--- config.mk ---
export PLATFORM = sky130hd
export DESIGN_NAME = bcd_stream_to_bin
export DESIGN_NICKNAME = d
export VERILOG_FILES = /design/src/rtl/bcd_stream_to_bin.sv
export SDC_FILE = /design/constraint.sdc
export NUM_CORES = 1
export LEC_CHECK = 0
export ABC_AREA = 1
export ABC_CLOCK_PERIOD_IN_PS = 4200
export CAP_MARGIN = 10
export CORE_MARGIN = 2
export CORE_UTILIZATION = 50
export DETAILED_ROUTE_END_ITERATION = 8
export PLACE_DENSITY_LB_ADDON = 0.1
export RECOVER_POWER = 100
export SYNTH_ARGS = -nofsm -noshare
export SYNTH_HDL_FRONTEND = slang
export SYNTH_SLANG_ARGS = --single-unit
export TNS_END_PERCENT = 1
--- constraint.sdc ---
create_clock -name clk -period 4.2 [get_ports clk]
set_input_delay 0.84 -clock clk [delete_from_list [all_inputs] [get_ports clk]]
set_output_delay 0.84 -clock clk [all_outputs]
set_load 0.02 [all_outputs]
--- src/rtl/bcd_stream_to_bin.sv ---
// Converts an MSD-first stream of BCD digits into a binary value with a valid/ready result port.
// Define BCD_LOCAL_CHECK_EN to also reject digits above 9 locally, independent of bcd_flag.
module bcd_stream_to_bin #(
    parameter int unsigned DIGITS = 4,
    parameter int unsigned BIN_W  = 14,
    parameter int unsigned CNT_W  = 3
) (
    input  logic             clk,
    input  logic             rst,
    input  logic [3:0]       digit_in,
    input  logic             bcd_flag,
    input  logic             digit_valid,
    input  logic             last,
    output logic             digit_ready,
    output logic [BIN_W-1:0] bin_out,
    output logic             bin_valid,
    input  logic             bin_ready,
    output logic             err,
    output logic [CNT_W-1:0] digit_count
);

    typedef enum logic [1:0] {StCollect, StFlush, StDone} state_e;

    state_e           r_state;
    logic [BIN_W-1:0] r_acc;
    logic [BIN_W-1:0] r_bin_out;
    logic             r_bin_valid;
    logic             r_err;
    logic             r_err_sticky;
    logic [CNT_W-1:0] r_digit_count;
    logic             r_digit_ready;

    logic             w_digit_ok;
    logic [BIN_W+3:0] w_acc_wide;
    logic [BIN_W-1:0] w_acc_next;
    logic [CNT_W-1:0] w_cnt_next;

`ifdef BCD_LOCAL_CHECK_EN
    assign w_digit_ok = bcd_flag & (digit_in <= 4'd9);
`else
    assign w_digit_ok = bcd_flag;
`endif

    // acc*10 + digit as shift-and-add, widened so intermediate sums never wrap
    assign w_acc_wide = ({4'b0000, r_acc} << 3) + ({4'b0000, r_acc} << 1)
                      + {{BIN_W{1'b0}}, digit_in};
    assign w_acc_next = w_acc_wide[BIN_W-1:0];
    assign w_cnt_next = r_digit_count + CNT_W'(1);

    always_ff @(posedge clk) begin
        if (rst) begin
            r_state       <= StCollect;
            r_acc         <= '0;
            r_bin_out     <= '0;
            r_bin_valid   <= 1'b0;
            r_err         <= 1'b0;
            r_err_sticky  <= 1'b0;
            r_digit_count <= '0;
            r_digit_ready <= 1'b1;
        end else begin
            case (r_state)
                StCollect: begin
                    if (digit_valid) begin
                        if (!w_digit_ok) begin
                            r_err_sticky <= 1'b1;
                            if (last) begin
                                r_state       <= StDone;
                                r_bin_out     <= '0;
                                r_err         <= 1'b1;
                                r_bin_valid   <= 1'b1;
                                r_digit_ready <= 1'b0;
                            end else begin
                                r_state <= StFlush;
                            end
                        end else begin
                            r_acc         <= w_acc_next;
                            r_digit_count <= w_cnt_next;
                            if (last) begin
                                r_state       <= StDone;
                                r_bin_out     <= r_err_sticky ? '0 : w_acc_next;
                                r_err         <= r_err_sticky;
                                r_bin_valid   <= 1'b1;
                                r_digit_ready <= 1'b0;
                            end else if (w_cnt_next == CNT_W'(DIGITS)) begin
                                // Digit budget used up without last: number is overlong
                                r_err_sticky <= 1'b1;
                                r_state      <= StFlush;
                            end
                        end
                    end
                end
                StFlush: begin
                    if (digit_valid && last) begin
                        r_state       <= StDone;
                        r_bin_out     <= r_err_sticky ? '0 : r_acc;
                        r_err         <= r_err_sticky;
                        r_bin_valid   <= 1'b1;
                        r_digit_ready <= 1'b0;
                    end
                end
                StDone: begin
                    if (bin_ready) begin
                        r_state       <= StCollect;
                        r_acc         <= '0;
                        r_digit_count <= '0;
                        r_err         <= 1'b0;
                        r_err_sticky  <= 1'b0;
                        r_bin_valid   <= 1'b0;
                        r_digit_ready <= 1'b1;
                    end
                end
                default: begin
                    r_state <= StCollect;
                end
            endcase
        end
    end

    assign digit_ready = r_digit_ready & ~rst;
    assign bin_out     = r_bin_out;
    assign bin_valid   = r_bin_valid;
    assign err         = r_err;
    assign digit_count = r_digit_count;

endmodule
Yosys cells after proc, flatten, opt, wreduce, memory -nomap -nowiden
Cells that the tools add are included.
{"block": "word_totals", "in_bits": 10, "output_inout_bits": 20, "ff_bits": 37, "elab_cells": 78}
{"block": "op_classes", "reduce_logical": 10, "n_addsub": 3, "bitwise": 2, "mux": 44, "eq_ne": 11}
{"cell": "$mux W14", "n": 10}
{"cell": "$pmux W14 S2", "n": 2}
{"cell": "$mux W1", "n": 16}
{"cell": "$add A14 B14 Y14", "n": 1}
{"cell": "$add A14 B4 Y14", "n": 1}
{"cell": "$mux W2", "n": 7}
{"cell": "$reduce_and A4 Y1", "n": 3}
{"cell": "$ne A2 B2 Y1 const B", "n": 5}
{"cell": "$reduce_and A5 Y1", "n": 2}
{"cell": "$mux W3", "n": 3}
{"cell": "$pmux W1 S3", "n": 3}
{"cell": "$ne A3 B3 Y1 const B", "n": 2}
{"cell": "$pmux W2 S3", "n": 1}
{"cell": "$pmux W3 S2", "n": 1}
{"cell": "$ne A4 B4 Y1 const B", "n": 1}
{"cell": "$reduce_bool A2 Y1", "n": 2}
{"cell": "$add A3 B1 Y3 const B", "n": 1}
{"cell": "$eq A3 B3 Y1 const B", "n": 1}
{"cell": "$reduce_bool A3 Y1", "n": 1}
{"cell": "$eq A2 B1 Y1 const B", "n": 1}
{"cell": "$eq A2 B2 Y1 const B", "n": 1}
{"cell": "$logic_not A2 Y1", "n": 1}
{"cell": "$pmux W1 S2", "n": 1}
{"cell": "$and A1 B1 Y1", "n": 1}
{"cell": "other kinds (2)", "n": 2}

Logic depth before layout (Yosys ltp)
{"block": "logic_depth", "depth_word": 7, "mapped_depth": 13, "ltp_nobuf": 13}

Worst setup path after synthesis
Ideal clock, no wire load.
{"block": "synth_path", "path_kind": "input-to-reg", "startpoint": "input port digit_in[3]", "endpoint": "register r_acc[7]", "path_slack_ns": 1.565, "setup_time_ns": 0.133, "arrival_ns": 2.501, "path_stages": 11, "cell_sequence": "inv_1 fa_1 inv_1 ha_1 nand3_1 nand3_1 nand2_1 nand2_1 or2_2 nand3_1 a21oi_1"}
{"block": "synth_via", "elab_chain_len": 4}
{"element": "start, declared", "line_no": "10", "rtl": "input logic [3:0] digit_in,"}
{"element": "$add A14 B4 Y14", "line_no": "46", "rtl": "+ {{BIN_W{1'b0}}, digit_in};"}
{"element": "$mux W14", "line_no": "64", "rtl": "if (!w_digit_ok) begin"}
{"element": "$mux W14", "line_no": "63", "rtl": "if (digit_valid) begin"}
{"element": "$pmux W14 S2", "line_no": "61", "rtl": "case (r_state)"}
{"element": "end signal, assigned", "line_no": "76", "rtl": "r_acc <= w_acc_next;"}
{"element": "end, declared", "line_no": "25", "rtl": "logic [BIN_W-1:0] r_acc;"}
Every way passes these cells. The select of a mux whose other input is x is not followed.
A chain may end at the register's enable or synchronous reset.

Worst setup path after layout
{"block": "layout_path", "startpoint": "input port bcd_flag", "endpoint": "register r_acc[12]"}
{"block": "layout_via", "elab_chain_len": 2}
{"element": "start, declared", "line_no": "11", "rtl": "input logic bcd_flag,"}
{"element": "$ne A2 B2 Y1 (no source line)"}
{"element": "$reduce_and A4 Y1 (no source line)"}
Every way passes these cells.

==> flow_summary.yaml <==
outcome:
  status: "finished clean"
synthesis:
  synth_area_mm2: 0.002455
  ys_seq_area_share_pct: 30.17
  yosysWarnings: 0
  syn-instance-count: 356
  syn-num-nets: 395
  synth_top_cell_area_share_pct: 30.17
  yosysTopAreaCell: "dfxtp_1"
  synth-seq-cells: 37
  yosys-top-cells-area: "dfxtp_1 (30%), nand2_1 (15%), ha_1 (14%)"
  synth_cell_types: 28
  synth.avg_cell_area_um2: 6.896
power:
  finalPower_w: 0.001552
  ir_worst_vdd_uv: 334.7
  p_leak_nw: 1.436
  p_per_area_mw_per_mm2: 542.1
sta:
  hold_viol: 0
  tightestPinTransition_ns: 1.220
  setup_tns_ns: 0
  worst_slack_ns: 0.8899
  max_slew_margin_pct: 18.35
  setup_violations: 0
  slew_violations: 0
  rsz0062_at_grt: "no"
  finalClockSkew_ns: 0.006260
  post-route-min-period_ns: 3.310
  timing.fmax_mhz: 302.1
  min_period_over_period_pct: 78.81
  worst_hold_slack_ns: 0.4786
global_routing:
  overflow: 0
  grt_pass1_wl_mm: 9.694
  grt_pass1_vias: 2098
  grt_max_degree: 21
  grt_util_all_layers_pct: 23.04
  antenna_found_initial: 0
clocking:
  cts_root_buffer: "clkbuf_8"
  hold_buffers: 0
  cts_resized: 0
  clock_latency_ns: 0.29
  cts_sinks: 37
  clk_pin_slew_worst_paths_ns: 0.08
  cts_buffers: 5
  max-clock-path-buffers: 2
  cts-htree-levels: 2
  tritoncts: "done"
  cts_setup_buffers: 0
worst_hold_path:
  hp-class: "flip-flop to flip-flop"
final_layout:
  drive_above_1_share_pct: 3.646
  final_cell_mix: "nand2_1 (102), a21oi_1 (54), inv_1 (39)"
  area_growth_pct: 16.62
  fin_util_pct: 60.61
  fillers: 449
  layout_commonest_cell: "nand2_1"
  fin_nets: 422
  antenna_cells: 0
floorplan:
  ios: 30
  initial_core_util_pct: 51.97
  fp.dieH_um: 74.07
  rows: 25
  fp.dieW_um: 74.07
  die_area_mm2: 0.005486
  core_mm2: 0.004723
setup_path:
  critPathLaunchType: "input pin"
  crit_slowest_cell: "nor2_1"
  max_stage_delay_ns: 1.08
  cp_common_cell: "nand2_1"
  arrival_ns: 3.54
  worstPathMaxFanout: 17
  required_ns: 4.43
  worstSetupPathType: "input pin to flip-flop"
  end_kind: "flip-flop"
  crit_chain: "dlygate4sd3_1, nand2_1, o21ai_0, nand2_1, nor2_1, nand3_1, a21oi_2"
detailed_routing:
  wirelength_mm: 5.995
  vias_per_cell: 5.095
  firstDrtPassIters: 4
  ant_nets: 0
  vias: 2298
  post_drt_wl_per_cell_um: 13.29
  drt-initial-drc-count: 142
  drc_errors: 0
job:
  drv_cap: 0
placed_design:
  hpwl_mm: 4.462
  io_buffer_count: 29
  post-place-ws_ns: 0.9198
  gp_congestion: 0.8568
==> synthesized netlist by cell type <==
cell type / number
nand2_4: 1
buf_2: 4
a21oi_2: 4
nand3b_1: 3
a21oi_1: 52
o21ai_0: 18
buf_1: 1
o211a_1: 1
or2_1: 1
clkbuf_1: 3
fa_1: 2
nor2_1: 20
or2_2: 1
buf_6: 1
o21ai_2: 2
nand2_1: 101
buf_8: 1
inv_1: 39
nor2_4: 1
xnor2_1: 1
nor2_2: 1
nand4_1: 3
xor2_1: 4
dfxtp_1: 37
nand3_1: 24
o21a_1: 1
inv_2: 2
ha_1: 27
==> flip-flops by register name, summed over array words and instances, names as in the netlist <==
register	flops
bin_out	14
r_acc	14
digit_count	3
r_state	2
bin_valid	1
err	1
r_digit_ready	1
r_err_sticky	1
==> worst paths after layout <==
path,start,endpoint,slack [ns],cells past startpoint
worst max-delay path,bcd_flag,r_acc[12],0.89,7
worst min-delay path,err,err,0.48,2
worst max register to register,r_state[0],r_acc[12],1.28,9
worst min register to register,err,err,0.48,2
==> per-layer routing <==
layer / part of all wire, % / track usage [%]
met1: 48 / 31.54
met2: 46 / 36.71
met3: 4.2 / 4.065
met4: 1.7 / 7.879
met5: 0 / 0
==> through the flow <==
step | instance area [um^2] | instances
finish | 2863 | 451
global route | 2863 | 451
CTS | 2892 | 451
detailed placement | 2775 | 443
global placement | 2775 | 443
floorplan | 2455 | 356
==> worst max-delay path: cells and delay by family <==
family                 cells  cell delay, ns
AOI/OAI and AO/OA          2            0.27
buffers and inverters      1            0.60
and+or+nand+nor            4            1.83
==> kinds of logic after synthesis <==
group,share of synthesized area (%)
AO/OA/AOI/OAI,17.13
XOR/XNOR,1.784
buffers and inverters,8.766
adder cells (fa/ha/maj),15.39
AND/OR/NAND/NOR,26.76
flip-flops,30.17
==> layout make-up <==
type,count,area [um^2],share of cell area (%)
Multi-Input combinational cell,268,1470,51.35
Sequential cell,37,740.7,25.87
Timing Repair Buffer,30,297.8,10.40
Inverter,41,153.9,5.376
Clock buffer,7,86.33,3.016
Tap cell,67,83.83,2.928
Clock inverter,1,30.03,1.049
==> report_power, final <==
part           switching, W  total [W]  internal (W)
logic              0.000483   0.000740      0.000256
clock network      0.000125   0.000319      0.000194
registers         0.0000614   0.000494      0.000432
total              0.000670    0.00155      0.000882
Power figures use the tool's default switching activity.
==> variant, RTL diff (config.mk and constraints unchanged) <==
Put one more register stage on the output `digit_count`, cleared by the reset. The value now appears one clock later. The other outputs are not delayed to match.
--- a/src/rtl/bcd_stream_to_bin.sv
+++ b/src/rtl/bcd_stream_to_bin.sv
@@ -120,6 +120,12 @@
     assign bin_out     = r_bin_out;
     assign bin_valid   = r_bin_valid;
     assign err         = r_err;
-    assign digit_count = r_digit_count;
+    always_ff @(posedge clk) begin
+        if (rst) begin
+            digit_count <= '0;
+        end else begin
+            digit_count <= r_digit_count;
+        end
+    end
 
 endmodule
Check against the original RTL: not equivalent (Yosys sat finds a counterexample within 4 cycles, from zero or initial values and one cycle with rst high).
==> variant against the original RTL <==
  * Routed wire length up 0.93%
  * Setup slack improved by 220 ps
  * Synthesized cell count up 3.1%
  * Total power is 12% lower
  * Cell area grew 3.1%
  * Clock power is 17% lower
  * Area after synthesis grew 3.3%
  * Critical path type unchanged
  * Sequential cell count rose by 3
==> variant: results <==
export IMPL_status="complete, no violations"
export IMPL_wire_per_inst_um=13.10
export IMPL_drtIter0Drc=125
export IMPL_crit_path_top_delay_cell="clkbuf_1"
export IMPL_grt_pass1_vias=2183
export IMPL_place_congestion=0.8838
export IMPL_cp_max_fo=21
export IMPL_worstSkewPairLatency_ps=280
export IMPL_grt_max_degree=22
export IMPL_postCtsResizedCells=0
export IMPL_seq_area_um2=800.8
export IMPL_ir_drop_uv=246.4
export IMPL_final_net_count=433
export IMPL_antennaDiodeCount=0
export IMPL_drive_above_1_share_pct=4.051
export IMPL_clock_skew_ps=6.311
export IMPL_cts_buffers=5
export IMPL_vias_per_cell=5.216
export IMPL_dr_pass1_iters=4
export IMPL_clock_path_buffers=2
export IMPL_grt_antenna_before_repair=0
export IMPL_ys_types=28
export IMPL_h_tree_depth=2
export IMPL_crit_arrival_ps=3270
export IMPL_synth_commonest_cells="99 x nand2_1, 55 x a21oi_1, 42 x inv_1, 40 x dfxtp_1, 27 x ha_1"
export IMPL_hpwl_um=4340
export IMPL_worstMarginPinSlew_ps=1089
export IMPL_synth_area_top_cells="dfxtp_1 32%, nand2_1 15%, ha_1 13%"
export IMPL_p_leak_uw=0.001461
export IMPL_grt_total_usage_pct=22.99
export IMPL_synth_nets=406
export IMPL_cp_startpoint="rst"
export IMPL_nFillCells=494
export IMPL_grt_pass1_wl_um=9970
export IMPL_min_path_type="flop to flop"
export IMPL_ys_seq_area_share_pct=31.57
export IMPL_cts_hold_buf=0
export IMPL_reg2reg_from="r_acc[0]"
export IMPL_place_area_um2=2868
export IMPL_io_buffers=29
export IMPL_min_from="r_digit_count[2]"
export IMPL_cpPeakStageDelay_ps=810
variant: logic make-up after synthesis:
family	Yosys count	share of synthesized area, %
adder cells (fa/ha/maj)	29	14.90
XOR/XNOR	7	2.417
flip-flops	40	31.57
AO/OA/AOI/OAI	79	16.33
AND/OR/NAND/NOR	159	26.44
buffers and inverters	53	8.337
variant: final timing paths:
kind / to / slack (ps) / cells after the start
worst min register to register: digit_count[2] / 450 / 2
worst max register to register: bin_out[7] / 1850 / 11
worst max-delay path: r_digit_count[1] / 1110 / 4
worst min-delay path: digit_count[2] / 450 / 2
variant: routing by layer:
metal / wire length, um / up-vias / global-route usage (%)
li1: - / 1254 / -
met1: 2877 / 1094 / 30.66
met2: 2853 / 54 / 38.50
met3: 237 / 8 / 3.614
met4: 82 / 0 / 6.823
met5: 0 / - / 0
variant: area by class of cell:
class                      instances  area share [%]
sequential                        40           27.14
tap                               67           2.841
multi-input combinational        274           51.53
inverter                          43           5.471
clock buffer                       8           3.053
timing repair buffer              30           9.966
variant: per-stage QoR:
| stage | setup WS, ps | hold slack (ps) | power [uW] | cells |
|---|---|---|---|---|
| 3_5_place_dp | 986.7 | 445.7 | 1117 | 454 |
| 5_1_grt | 987.1 | 488.8 | 1462 | 462 |
| 3_3_place_gp | 1033 | 439.3 | 1113 | 454 |
| 2_1_floorplan | 1606 | 428.1 | 935.9 | 367 |
| 4_1_cts | 1299 | 457.3 | 1384 | 462 |
| 6_report | 1107 | 451.2 | 1359 | 462 |
variant: critical path, delay by kind of cell:
kind,cells,cell delay [ps]
AO/OA/AOI/OAI,1,410
buffers and inverters,3,2030
variant: report_power, final:
group / total, uW / switching [uW] / leakage (uW) / internal, uW
Clock: 265 / 131 / 0.0000455 / 134
Combinational: 605 / 396 / 0.00109 / 209
Sequential: 489 / 41.8 / 0.000326 / 447
Total: 1360 / 569 / 0.00146 / 791
